[config.mk]
export PLATFORM = sky130hd
export DESIGN_NAME = pifo_cmd_issuer_flat
export DESIGN_NICKNAME = d
export VERILOG_FILES = /design/src/rtl/pifo_io_pkg.sv /design/src/rtl/pifo_cmd_issuer_if.sv /design/src/rtl/pifo_rsp_fifo.sv /design/src/rtl/pifo_cmd_issuer.sv /design/src/flat_wrapper.sv
export SDC_FILE = /design/constraint.sdc
export NUM_CORES = 1
export LEC_CHECK = 0
export CAP_MARGIN = 20
export CORE_ASPECT_RATIO = 1.2
export CORE_MARGIN = 1
export CORE_UTILIZATION = 49
export CTS_BUF_LIST = sky130_fd_sc_hd__clkbuf_8
export DETAILED_ROUTE_END_ITERATION = 8
export GPL_TIMING_DRIVEN = 0
export PLACE_DENSITY = 0.78
export SETUP_SLACK_MARGIN = 0.05
export SYNTH_ARGS = -nofsm -noshare
export SYNTH_HDL_FRONTEND = slang
export SYNTH_HIERARCHICAL = 1
export SYNTH_SLANG_ARGS = --single-unit
[constraint.sdc]
create_clock -name i_clk -period 4.8 [get_ports i_clk]
set_input_delay 0.72 -clock i_clk [delete_from_list [all_inputs] [get_ports i_clk]]
set_output_delay 0.72 -clock i_clk [all_outputs]
set_load 0.1 [all_outputs]
[src/rtl/pifo_io_pkg.sv]
// Shared types and constants for the PIFO IO command issuer.
// Contents: command opcodes, response status codes, issuer FSM states and the NO_DATA helper.
package pifo_io_pkg;

    typedef enum logic {
        OP_PUSH = 1'b0,
        OP_POP  = 1'b1
    } op_e;

    typedef enum logic [1:0] {
        RSP_OK      = 2'd0,
        RSP_EMPTY   = 2'd1,
        RSP_DROPPED = 2'd2
    } rsp_status_e;

    typedef enum logic [1:0] {
        ST_IDLE    = 2'd0,
        ST_ISSUE   = 2'd1,
        ST_BACKOFF = 2'd2,
        ST_DROP    = 2'd3
    } issuer_state_e;

    localparam int NO_DATA_MAX_W = 256;

    // All-ones "no data" marker of width dw; callers size-cast the result to their data width.
    function automatic logic [NO_DATA_MAX_W-1:0] no_data(input int dw);
        logic [NO_DATA_MAX_W-1:0] v;
        v = '0;
        for (int i = 0; i < NO_DATA_MAX_W; i++) begin
            if (i < dw) begin
                v[i] = 1'b1;
            end
        end
        return v;
    endfunction

endpackage

[src/rtl/pifo_cmd_issuer_if.sv]
// Host command, PIFO port and response signals of the command issuer.
// The slave modport is the issuer's view; the master modport is the host/port side.
interface pifo_cmd_issuer_if #(
    parameter int PTW      = 16,
    parameter int MTW      = 44,
    parameter int TREE_NUM = 24
);
    localparam int DW   = MTW + PTW;
    localparam int TIDW = $clog2(TREE_NUM);

    logic            i_cmd_valid;
    logic            o_cmd_ready;
    logic            i_cmd_op;
    logic [TIDW-1:0] i_cmd_tree_id;
    logic [DW-1:0]   i_cmd_data;

    logic [TIDW-1:0] o_tree_id;
    logic            o_push;
    logic [DW-1:0]   o_push_data;
    logic            o_pop;
    logic            i_task_fail;
    logic [DW-1:0]   i_pop_data;

    logic            o_rsp_valid;
    logic            i_rsp_ready;
    logic [TIDW-1:0] o_rsp_tree_id;
    logic [DW-1:0]   o_rsp_data;
    logic [1:0]      o_rsp_status;

    modport slave (
        input  i_cmd_valid, i_cmd_op, i_cmd_tree_id, i_cmd_data,
        input  i_task_fail, i_pop_data, i_rsp_ready,
        output o_cmd_ready, o_tree_id, o_push, o_push_data, o_pop,
        output o_rsp_valid, o_rsp_tree_id, o_rsp_data, o_rsp_status
    );

    modport master (
        output i_cmd_valid, i_cmd_op, i_cmd_tree_id, i_cmd_data,
        output i_task_fail, i_pop_data, i_rsp_ready,
        input  o_cmd_ready, o_tree_id, o_push, o_push_data, o_pop,
        input  o_rsp_valid, o_rsp_tree_id, o_rsp_data, o_rsp_status
    );

endinterface

[src/rtl/pifo_rsp_fifo.sv]
// First-word-fall-through response FIFO with wrap-bit pointers.
// Read data is forced to zero while empty so idle outputs stay quiet.
module pifo_rsp_fifo #(
    parameter int WIDTH = 8,
    parameter int DEPTH = 4
) (
    input  logic             i_clk,
    input  logic             i_arst,
    input  logic             i_wr,
    input  logic [WIDTH-1:0] i_wdata,
    input  logic             i_rd,
    output logic             o_empty,
    output logic [WIDTH-1:0] o_rdata
);
    localparam int AW = $clog2(DEPTH);

    logic [AW:0]      wr_ptr_q, wr_ptr_d;
    logic [AW:0]      rd_ptr_q, rd_ptr_d;
    logic [WIDTH-1:0] mem [DEPTH];
    logic             full;
    logic             do_wr;
    logic             do_rd;

    always_comb begin
        o_empty  = (wr_ptr_q == rd_ptr_q);
        full     = (wr_ptr_q[AW] != rd_ptr_q[AW]) && (wr_ptr_q[AW-1:0] == rd_ptr_q[AW-1:0]);
        do_wr    = i_wr && !full;
        do_rd    = i_rd && !o_empty;
        wr_ptr_d = do_wr ? wr_ptr_q + (AW+1)'(1) : wr_ptr_q;
        rd_ptr_d = do_rd ? rd_ptr_q + (AW+1)'(1) : rd_ptr_q;
        o_rdata  = o_empty ? '0 : mem[rd_ptr_q[AW-1:0]];
    end

    always_ff @(posedge i_clk or posedge i_arst) begin
        if (i_arst) begin
            wr_ptr_q <= '0;
            rd_ptr_q <= '0;
        end else begin
            wr_ptr_q <= wr_ptr_d;
            rd_ptr_q <= rd_ptr_d;
        end
    end

    // Storage needs no reset: entries are only visible between pointers.
    always_ff @(posedge i_clk) begin
        if (do_wr) begin
            mem[wr_ptr_q[AW-1:0]] <= i_wdata;
        end
    end

endmodule

[src/rtl/pifo_cmd_issuer.sv]
// Issues host push/pop commands to the PIFO tree port, retrying with back-off on task fail,
// and returns pop results / drop notices through a credit-controlled response FIFO.
module pifo_cmd_issuer
    import pifo_io_pkg::*;
#(
    parameter int PTW         = 16,
    parameter int MTW         = 44,
    parameter int TREE_NUM    = 24,
    parameter int POP_LAT     = 2,
    parameter int RSP_DEPTH   = 4,
    parameter int MAX_RETRY   = 3,
    parameter int BACKOFF_CYC = 2
) (
    input  logic             i_clk,
    input  logic             i_arst,
    pifo_cmd_issuer_if.slave bus
);
    localparam int DW   = MTW + PTW;
    localparam int TIDW = $clog2(TREE_NUM);
    localparam int RW   = $clog2(MAX_RETRY + 2);
    localparam int BW   = $clog2(BACKOFF_CYC + 1);
    localparam int UW   = $clog2(RSP_DEPTH + 1);
    localparam int FW   = TIDW + DW + 2;
    localparam logic [DW-1:0] NO_DATA = DW'(no_data(DW));

    issuer_state_e state_q, state_d;
    op_e           hold_op_q, hold_op_d;
    logic [TIDW-1:0] hold_tid_q, hold_tid_d;
    logic [DW-1:0]   hold_data_q, hold_data_d;
    logic [RW-1:0]   retry_q, retry_d;
    logic [BW-1:0]   backoff_q, backoff_d;
    logic [UW-1:0]   used_q, used_d;
    logic [POP_LAT-1:0]           pipe_vld_q, pipe_vld_d;
    logic [POP_LAT-1:0][TIDW-1:0] pipe_tid_q, pipe_tid_d;

    logic        credit_ok;
    logic        issuing;
    logic        cmd_ready;
    logic        accept;
    logic        push_done;
    logic        pop_done;
    logic        pipe_exit;
    logic        drop_wr;
    logic        rsp_hs;
    logic        fifo_empty;
    logic        fifo_wr;
    logic [FW-1:0] fifo_wdata;
    logic [FW-1:0] fifo_rdata;
    rsp_status_e pop_status;

    // Ready sees the port's same-cycle fail so a clean issue can overlap the next accept.
    always_comb begin
        credit_ok = (used_q < UW'(RSP_DEPTH));
        issuing   = (state_q == ST_ISSUE);
        cmd_ready = !i_arst && credit_ok &&
                    ((state_q == ST_IDLE) || (issuing && !bus.i_task_fail));
        accept    = bus.i_cmd_valid && cmd_ready;
        push_done = issuing && !bus.i_task_fail && (hold_op_q == OP_PUSH);
        pop_done  = issuing && !bus.i_task_fail && (hold_op_q == OP_POP);
        rsp_hs    = !fifo_empty && bus.i_rsp_ready;
    end

    assign bus.o_cmd_ready = cmd_ready;
    assign bus.o_tree_id   = issuing ? hold_tid_q : '0;
    assign bus.o_push      = issuing && (hold_op_q == OP_PUSH);
    assign bus.o_pop       = issuing && (hold_op_q == OP_POP);
    assign bus.o_push_data = issuing ? hold_data_q : '0;

    always_comb begin
        state_d     = state_q;
        hold_op_d   = hold_op_q;
        hold_tid_d  = hold_tid_q;
        hold_data_d = hold_data_q;
        retry_d     = retry_q;
        backoff_d   = backoff_q;
        drop_wr     = 1'b0;
        case (state_q)
            ST_IDLE: ;
            ST_ISSUE: begin
                if (!bus.i_task_fail) begin
                    state_d = ST_IDLE;
                end else if (retry_q == RW'(MAX_RETRY)) begin
                    state_d = ST_DROP;
                end else begin
                    retry_d   = retry_q + RW'(1);
                    backoff_d = '0;
                    state_d   = ST_BACKOFF;
                end
            end
            ST_BACKOFF: begin
                if (backoff_q == BW'(BACKOFF_CYC - 1)) begin
                    state_d = ST_ISSUE;
                end else begin
                    backoff_d = backoff_q + BW'(1);
                end
            end
            ST_DROP: begin
                // A pop result leaving the pipeline owns the FIFO write port this cycle.
                if (!pipe_exit) begin
                    drop_wr = 1'b1;
                    state_d = ST_IDLE;
                end
            end
            default: state_d = ST_IDLE;
        endcase
        if (accept) begin
            hold_op_d   = op_e'(bus.i_cmd_op);
            hold_tid_d  = bus.i_cmd_tree_id;
            hold_data_d = bus.i_cmd_data;
            retry_d     = '0;
            state_d     = ST_ISSUE;
        end
    end

    // Credits cover the held command, pops in flight and queued responses.
    always_comb begin
        used_d = used_q;
        if (accept)    used_d = used_d + UW'(1);
        if (rsp_hs)    used_d = used_d - UW'(1);
        if (push_done) used_d = used_d - UW'(1);
    end

    always_comb begin
        pipe_vld_d    = '0;
        pipe_tid_d    = '0;
        pipe_vld_d[0] = pop_done;
        pipe_tid_d[0] = hold_tid_q;
        for (int i = 1; i < POP_LAT; i++) begin
            pipe_vld_d[i] = pipe_vld_q[i-1];
            pipe_tid_d[i] = pipe_tid_q[i-1];
        end
        pipe_exit = pipe_vld_q[POP_LAT-1];
    end

    always_comb begin
        pop_status = (bus.i_pop_data == NO_DATA) ? RSP_EMPTY : RSP_OK;
        fifo_wr    = pipe_exit || drop_wr;
        if (pipe_exit) begin
            fifo_wdata = {pipe_tid_q[POP_LAT-1], bus.i_pop_data, pop_status};
        end else begin
            fifo_wdata = {hold_tid_q, NO_DATA, RSP_DROPPED};
        end
    end

    always_ff @(posedge i_clk or posedge i_arst) begin
        if (i_arst) begin
            state_q     <= ST_IDLE;
            hold_op_q   <= OP_PUSH;
            hold_tid_q  <= '0;
            hold_data_q <= '0;
            retry_q     <= '0;
            backoff_q   <= '0;
            used_q      <= '0;
            pipe_vld_q  <= '0;
            pipe_tid_q  <= '0;
        end else begin
            state_q     <= state_d;
            hold_op_q   <= hold_op_d;
            hold_tid_q  <= hold_tid_d;
            hold_data_q <= hold_data_d;
            retry_q     <= retry_d;
            backoff_q   <= backoff_d;
            used_q      <= used_d;
            pipe_vld_q  <= pipe_vld_d;
            pipe_tid_q  <= pipe_tid_d;
        end
    end

    pifo_rsp_fifo #(
        .WIDTH (FW),
        .DEPTH (RSP_DEPTH)
    ) u_rsp_fifo (
        .i_clk   (i_clk),
        .i_arst  (i_arst),
        .i_wr    (fifo_wr),
        .i_wdata (fifo_wdata),
        .i_rd    (bus.i_rsp_ready),
        .o_empty (fifo_empty),
        .o_rdata (fifo_rdata)
    );

    assign bus.o_rsp_valid = !fifo_empty;
    assign {bus.o_rsp_tree_id, bus.o_rsp_data, bus.o_rsp_status} = fifo_rdata;

endmodule

[src/flat_wrapper.sv]
// flat-port wrapper written by rule: the top's interface ports become plain ports
module pifo_cmd_issuer_flat import pifo_io_pkg::*;
#(
    parameter int PTW         = 16,
    parameter int MTW         = 44,
    parameter int TREE_NUM    = 24,
    parameter int POP_LAT     = 2,
    parameter int RSP_DEPTH   = 4,
    parameter int MAX_RETRY   = 3,
    parameter int BACKOFF_CYC = 2
)
  (i_clk, i_arst, bus_i_cmd_valid, bus_i_cmd_op, bus_i_cmd_tree_id, bus_i_cmd_data, bus_i_task_fail, bus_i_pop_data, bus_i_rsp_ready, bus_o_cmd_ready, bus_o_tree_id, bus_o_push, bus_o_push_data, bus_o_pop, bus_o_rsp_valid, bus_o_rsp_tree_id, bus_o_rsp_data, bus_o_rsp_status);
  pifo_cmd_issuer_if #(.PTW(PTW), .MTW(MTW), .TREE_NUM(TREE_NUM)) bus_i ();
  input  logic i_clk;
  input  logic i_arst;
  input wire logic [$bits(bus_i.i_cmd_valid)-1:0] bus_i_cmd_valid;
  input wire logic [$bits(bus_i.i_cmd_op)-1:0] bus_i_cmd_op;
  input wire logic [$bits(bus_i.i_cmd_tree_id)-1:0] bus_i_cmd_tree_id;
  input wire logic [$bits(bus_i.i_cmd_data)-1:0] bus_i_cmd_data;
  input wire logic [$bits(bus_i.i_task_fail)-1:0] bus_i_task_fail;
  input wire logic [$bits(bus_i.i_pop_data)-1:0] bus_i_pop_data;
  input wire logic [$bits(bus_i.i_rsp_ready)-1:0] bus_i_rsp_ready;
  output wire logic [$bits(bus_i.o_cmd_ready)-1:0] bus_o_cmd_ready;
  output wire logic [$bits(bus_i.o_tree_id)-1:0] bus_o_tree_id;
  output wire logic [$bits(bus_i.o_push)-1:0] bus_o_push;
  output wire logic [$bits(bus_i.o_push_data)-1:0] bus_o_push_data;
  output wire logic [$bits(bus_i.o_pop)-1:0] bus_o_pop;
  output wire logic [$bits(bus_i.o_rsp_valid)-1:0] bus_o_rsp_valid;
  output wire logic [$bits(bus_i.o_rsp_tree_id)-1:0] bus_o_rsp_tree_id;
  output wire logic [$bits(bus_i.o_rsp_data)-1:0] bus_o_rsp_data;
  output wire logic [$bits(bus_i.o_rsp_status)-1:0] bus_o_rsp_status;
  assign bus_i.i_cmd_valid = bus_i_cmd_valid;
  assign bus_i.i_cmd_op = bus_i_cmd_op;
  assign bus_i.i_cmd_tree_id = bus_i_cmd_tree_id;
  assign bus_i.i_cmd_data = bus_i_cmd_data;
  assign bus_i.i_task_fail = bus_i_task_fail;
  assign bus_i.i_pop_data = bus_i_pop_data;
  assign bus_i.i_rsp_ready = bus_i_rsp_ready;
  assign bus_o_cmd_ready = bus_i.o_cmd_ready;
  assign bus_o_tree_id = bus_i.o_tree_id;
  assign bus_o_push = bus_i.o_push;
  assign bus_o_push_data = bus_i.o_push_data;
  assign bus_o_pop = bus_i.o_pop;
  assign bus_o_rsp_valid = bus_i.o_rsp_valid;
  assign bus_o_rsp_tree_id = bus_i.o_rsp_tree_id;
  assign bus_o_rsp_data = bus_i.o_rsp_data;
  assign bus_o_rsp_status = bus_i.o_rsp_status;
  pifo_cmd_issuer #(.PTW(PTW), .MTW(MTW), .TREE_NUM(TREE_NUM), .POP_LAT(POP_LAT), .RSP_DEPTH(RSP_DEPTH), .MAX_RETRY(MAX_RETRY), .BACKOFF_CYC(BACKOFF_CYC)) u_core (.i_clk(i_clk), .i_arst(i_arst), .bus(bus_i));
endmodule
==> impl_results.md, run 1 <==
- Crit-path slowest cell: clkdlybuf4s50_1
- Design area: 19400 µm²
- Clk sinks: 362
- Largest net degree at the start of global routing: 63
- Most frequent CP cell: clkbuf_1
- PortBufs: 266
- GP Congestion: 0.781
- Commonest non-fill, non-tap cell in the layout: edfxtp_1
- Post-Syn Area per Cell: 15.1 µm²
- Hold Path Class: flip-flop to flip-flop
- # DRC: 0
- Flops & latches, synth: 362
- Critical Path AT: 3.64 ns
- Mapped cell area: 15000 µm²
- Via/cell ratio: 5.28
- Achievable clock frequency: 229 MHz
- Largest stage delay, worst path: 1.16 ns
- Synth async-reset ratio: 0.260
- Slew Limit Fails: 0
- Tcrit/Tclk final: 0.908
- Post-CTS sizing: 0
- Simple logic cell fraction of the synthesized area: 0.151
- CP endpoint kind: primary output
- Vias in the first global route: 9902
- Chip height: 194 µm
- Critical Path Start: u_core/state_q[0]$_DFFE_PP0P_
- CP cell instances: nor2b_1, clkbuf_1, clkbuf_1, and2_1, clkdlybuf4s50_1
- Min-delay src: u_core/pipe_tid_d[8]$_DFF_PP0_
- Sequential cell area fraction in the yosys report: 0.692
- Htree depth: 2
- Fin Setup TNS: 0 ns
- Deepest clock path buffer count: 3
- Post-route insts no fill: 1758
- Clk_skew: 0.0518 ns
- Most frequent cells in the layout: edfxtp_1 (268), clkdlybuf4s50_1 (266), nand2_1 (211)
- Largest family of logic cells by synthesized area: simple AND/OR/NAND/NOR gates
- Number of flops mapped to enable cells by yosys: 268
- Final hold vios: 0
- Post-synth cell types: 40
- Post-DP Area: 18400 µm²
- Critical path peak fanout: 10
- Root Driver: clkbuf_8
- Final nets: 1465
- Routed WL: 34400 µm
- Post-DRT Antenna Nets: 0
- Layout fillers: 2208
- Layout cells sized above 1: 0.129
- RR Startpoint: u_core/pipe_vld_q[1]$_DFF_PP0_
- Hpwl dp: 23600 µm
- Tmin final: 4.36 ns
- Status: completed
- FF-to-FF End: u_core/u_rsp_fifo/mem[3][41]$_DFFE_PP_
- WL/cell: 19.6 µm
- Via count: 9286
- Worst Hold Depth: 0
- Number of max-cap violations: 0
- Slew HR: 0.282
- CTS buffer count: 54
- WHS Endpoint: u_core/pipe_tid_q[8]$_DFF_PP0_
- Die X: 162 µm
- CTS tree: yes
- Fin util: 0.649
- Cells after Synth: 993
- Area delta synth->final: 29.0%
- Initial Util: 0.503
- Inst Count DP: 1657
- Fraction of the mapped netlist area in compound gates: 0.0116
- Initial antenna violation count: 4
- Worst-Skew Late Latency: 0.64 ns
- Syn. warnings: 6
- Required time of the critical path: 4.08 ns
- Post-CTS Repair Setup Buffers: 0
- Synth Net Count: 1135
- Worst R2R Path Depth: 9
- DR iter-0 viols: 535
- Clock-pin slew on the worst setup and hold paths: 0.06 ns
- Die area: 31400 µm²
- Final setup viols: 0
- Ys flop type: edfxtp_1
- Slew at the pin closest to its max-slew limit: 1.07 ns
- Core footprint: 29900 µm²
- Setup slack, reg-to-reg: 1.74 ns
- Post-Synth XOR/XNOR Area: 0.0101
- First-pass GRT wire length: 53400 µm
- I/O Pins: 267
- Grt ovf: 0
- Crit path kind: flip-flop to primary output
- Critical Path Start Type: flip-flop
- CTS Hold Buffers Added: 0
- Num rows: 69
- Adder-Cell Fraction of Synth Area: 0.00915
- Detailed Routing Iterations Pass 1: 5
- GRT Total Usage: 0.225
- RSZ-0062 raised after global routing: no
- Multiplexer share of the synthesized area: 0.107
==> state kept, by name, summed over array words and instances, names as in the netlist <==
name and count:
u_core/u_rsp_fifo/mem 268, u_core/hold_data_q 60, u_core/hold_tid_q 5, u_core/pipe_tid_d 5, u_core/pipe_tid_q 5, u_core/retry_q 3
u_core/u_rsp_fifo/rd_ptr_q 3, u_core/u_rsp_fifo/wr_ptr_q 3, u_core/used_q 3, u_core/backoff_q 2, u_core/pipe_vld_q 2, u_core/state_q 2
u_core/hold_op_q 1
==> cells in the mapped netlist, types with 3 or more instances <==
cell,count,area share
buf_6,7,0.0052
inv_1,9,0.0022
nor2_1,7,0.0017
clkbuf_1,34,0.0085
edfxtp_1,268,0.54
buf_2,10,0.0033
nor2b_1,70,0.029
nand2_1,211,0.053
mux2_2,7,0.0052
a21oi_1,7,0.0023
dfrtp_1,94,0.16
ha_1,11,0.0092
mux4_2,67,0.10
nor4_1,4,0.0017
nand2b_1,63,0.026
a211oi_1,3,0.0015
o31ai_1,3,0.0015
and2_1,70,0.029
nand4_1,14,0.0058
xnor2_1,9,0.0052
==> per-layer routing <==
metal / share of wire / vias to the layer above / global-route usage / wire [µm]
met5: 0.00079 / - / 0 / 27
met3: 0.090 / 66 / 0.0652 / 3110
li1: - / 4218 / - / -
met4: 0.029 / 4 / 0.0874 / 983
met1: 0.38 / 4575 / 0.271 / 13000
met2: 0.50 / 423 / 0.378 / 17200
==> final cells by class <==
| class | instances | area (µm²) | share of cell area |
|---|---|---|---|
| well taps | 390 | 488 | 0.0252 |
| plain buffers | 52 | 264 | 0.0136 |
| flip-flops and latches | 362 | 10400 | 0.536 |
| multi-input cells | 570 | 4360 | 0.225 |
| diodes | 2 | 5.00 | 0.000258 |
| repair buffers | 274 | 2870 | 0.148 |
| clock buffers | 54 | 743 | 0.0383 |
| clock inverters | 45 | 239 | 0.0123 |
| inverters | 9 | 36.3 | 0.00187 |
==> through the flow <==
stage,hold WS (ns),setup slack (ns)
6_report,0.348,0.442
2_1_floorplan,0.331,1.07
5_1_grt,0.355,0.211
4_1_cts,0.348,0.369
3_3_place_gp,0.332,-0.228
3_5_place_dp,0.335,1.05
==> how the worst max path moves through the flow <==
stage | end | slack, ns | depth (start not counted)
after global placement | u_core/u_rsp_fifo/mem[3][20]$_DFFE_PP_ | -0.23 | 5
after CTS | bus_o_push_data[31] | 0.37 | 5
after global routing | bus_o_push_data[31] | 0.21 | 5
after detailed placement | bus_o_push_data[31] | 1.05 | 5
after floorplan | u_core/used_q[2]$_DFF_PP0_ | 1.07 | 11
final | bus_o_push_data[31] | 0.44 | 5
==> worst max-delay path, delay by kind of cell (launching register included) <==
kind | cells | cell delay [ns]
buffers and inverters | 3 | 1.97
AND/OR/NAND/NOR | 2 | 0.55
flip-flops | 1 | 0.52
==> cells by family after synthesis <==
logic type | Yosys count
fa+ha+maj | 11
buf+inv | 61
xor+xnor | 14
mux | 76
flops | 362
compound gates | 23
simple gates | 446
Power of run 1 is not shown: default switching activity piles up to over one toggle a cycle in this logic, so the estimate is an artifact.
==> run 2: changes to the inputs <==
--- a/config.mk
+++ b/config.mk
@@ -12,6 +12,7 @@
 export CTS_BUF_LIST = sky130_fd_sc_hd__clkbuf_8
 export DETAILED_ROUTE_END_ITERATION = 8
 export GPL_TIMING_DRIVEN = 0
+export HOLD_SLACK_MARGIN = 0.1
 export PLACE_DENSITY = 0.78
 export SETUP_SLACK_MARGIN = 0.05
 export SYNTH_ARGS = -nofsm -noshare
==> results of run 2 <==
The final DEF is identical to that of run 1; final timing and power are the same.
Power of run 2 is left out for the same reason.
==> run 3: changes to the inputs <==
--- a/config.mk
+++ b/config.mk
@@ -5,6 +5,7 @@
 export SDC_FILE = /design/constraint.sdc
 export NUM_CORES = 1
 export LEC_CHECK = 0
+export ABC_CLOCK_PERIOD_IN_PS = 4800
 export CAP_MARGIN = 20
 export CORE_ASPECT_RATIO = 1.2
 export CORE_MARGIN = 1
==> results of run 3 <==
The final DEF is identical to that of run 1; final timing and power are the same.
Power of run 3 is left out for the same reason.
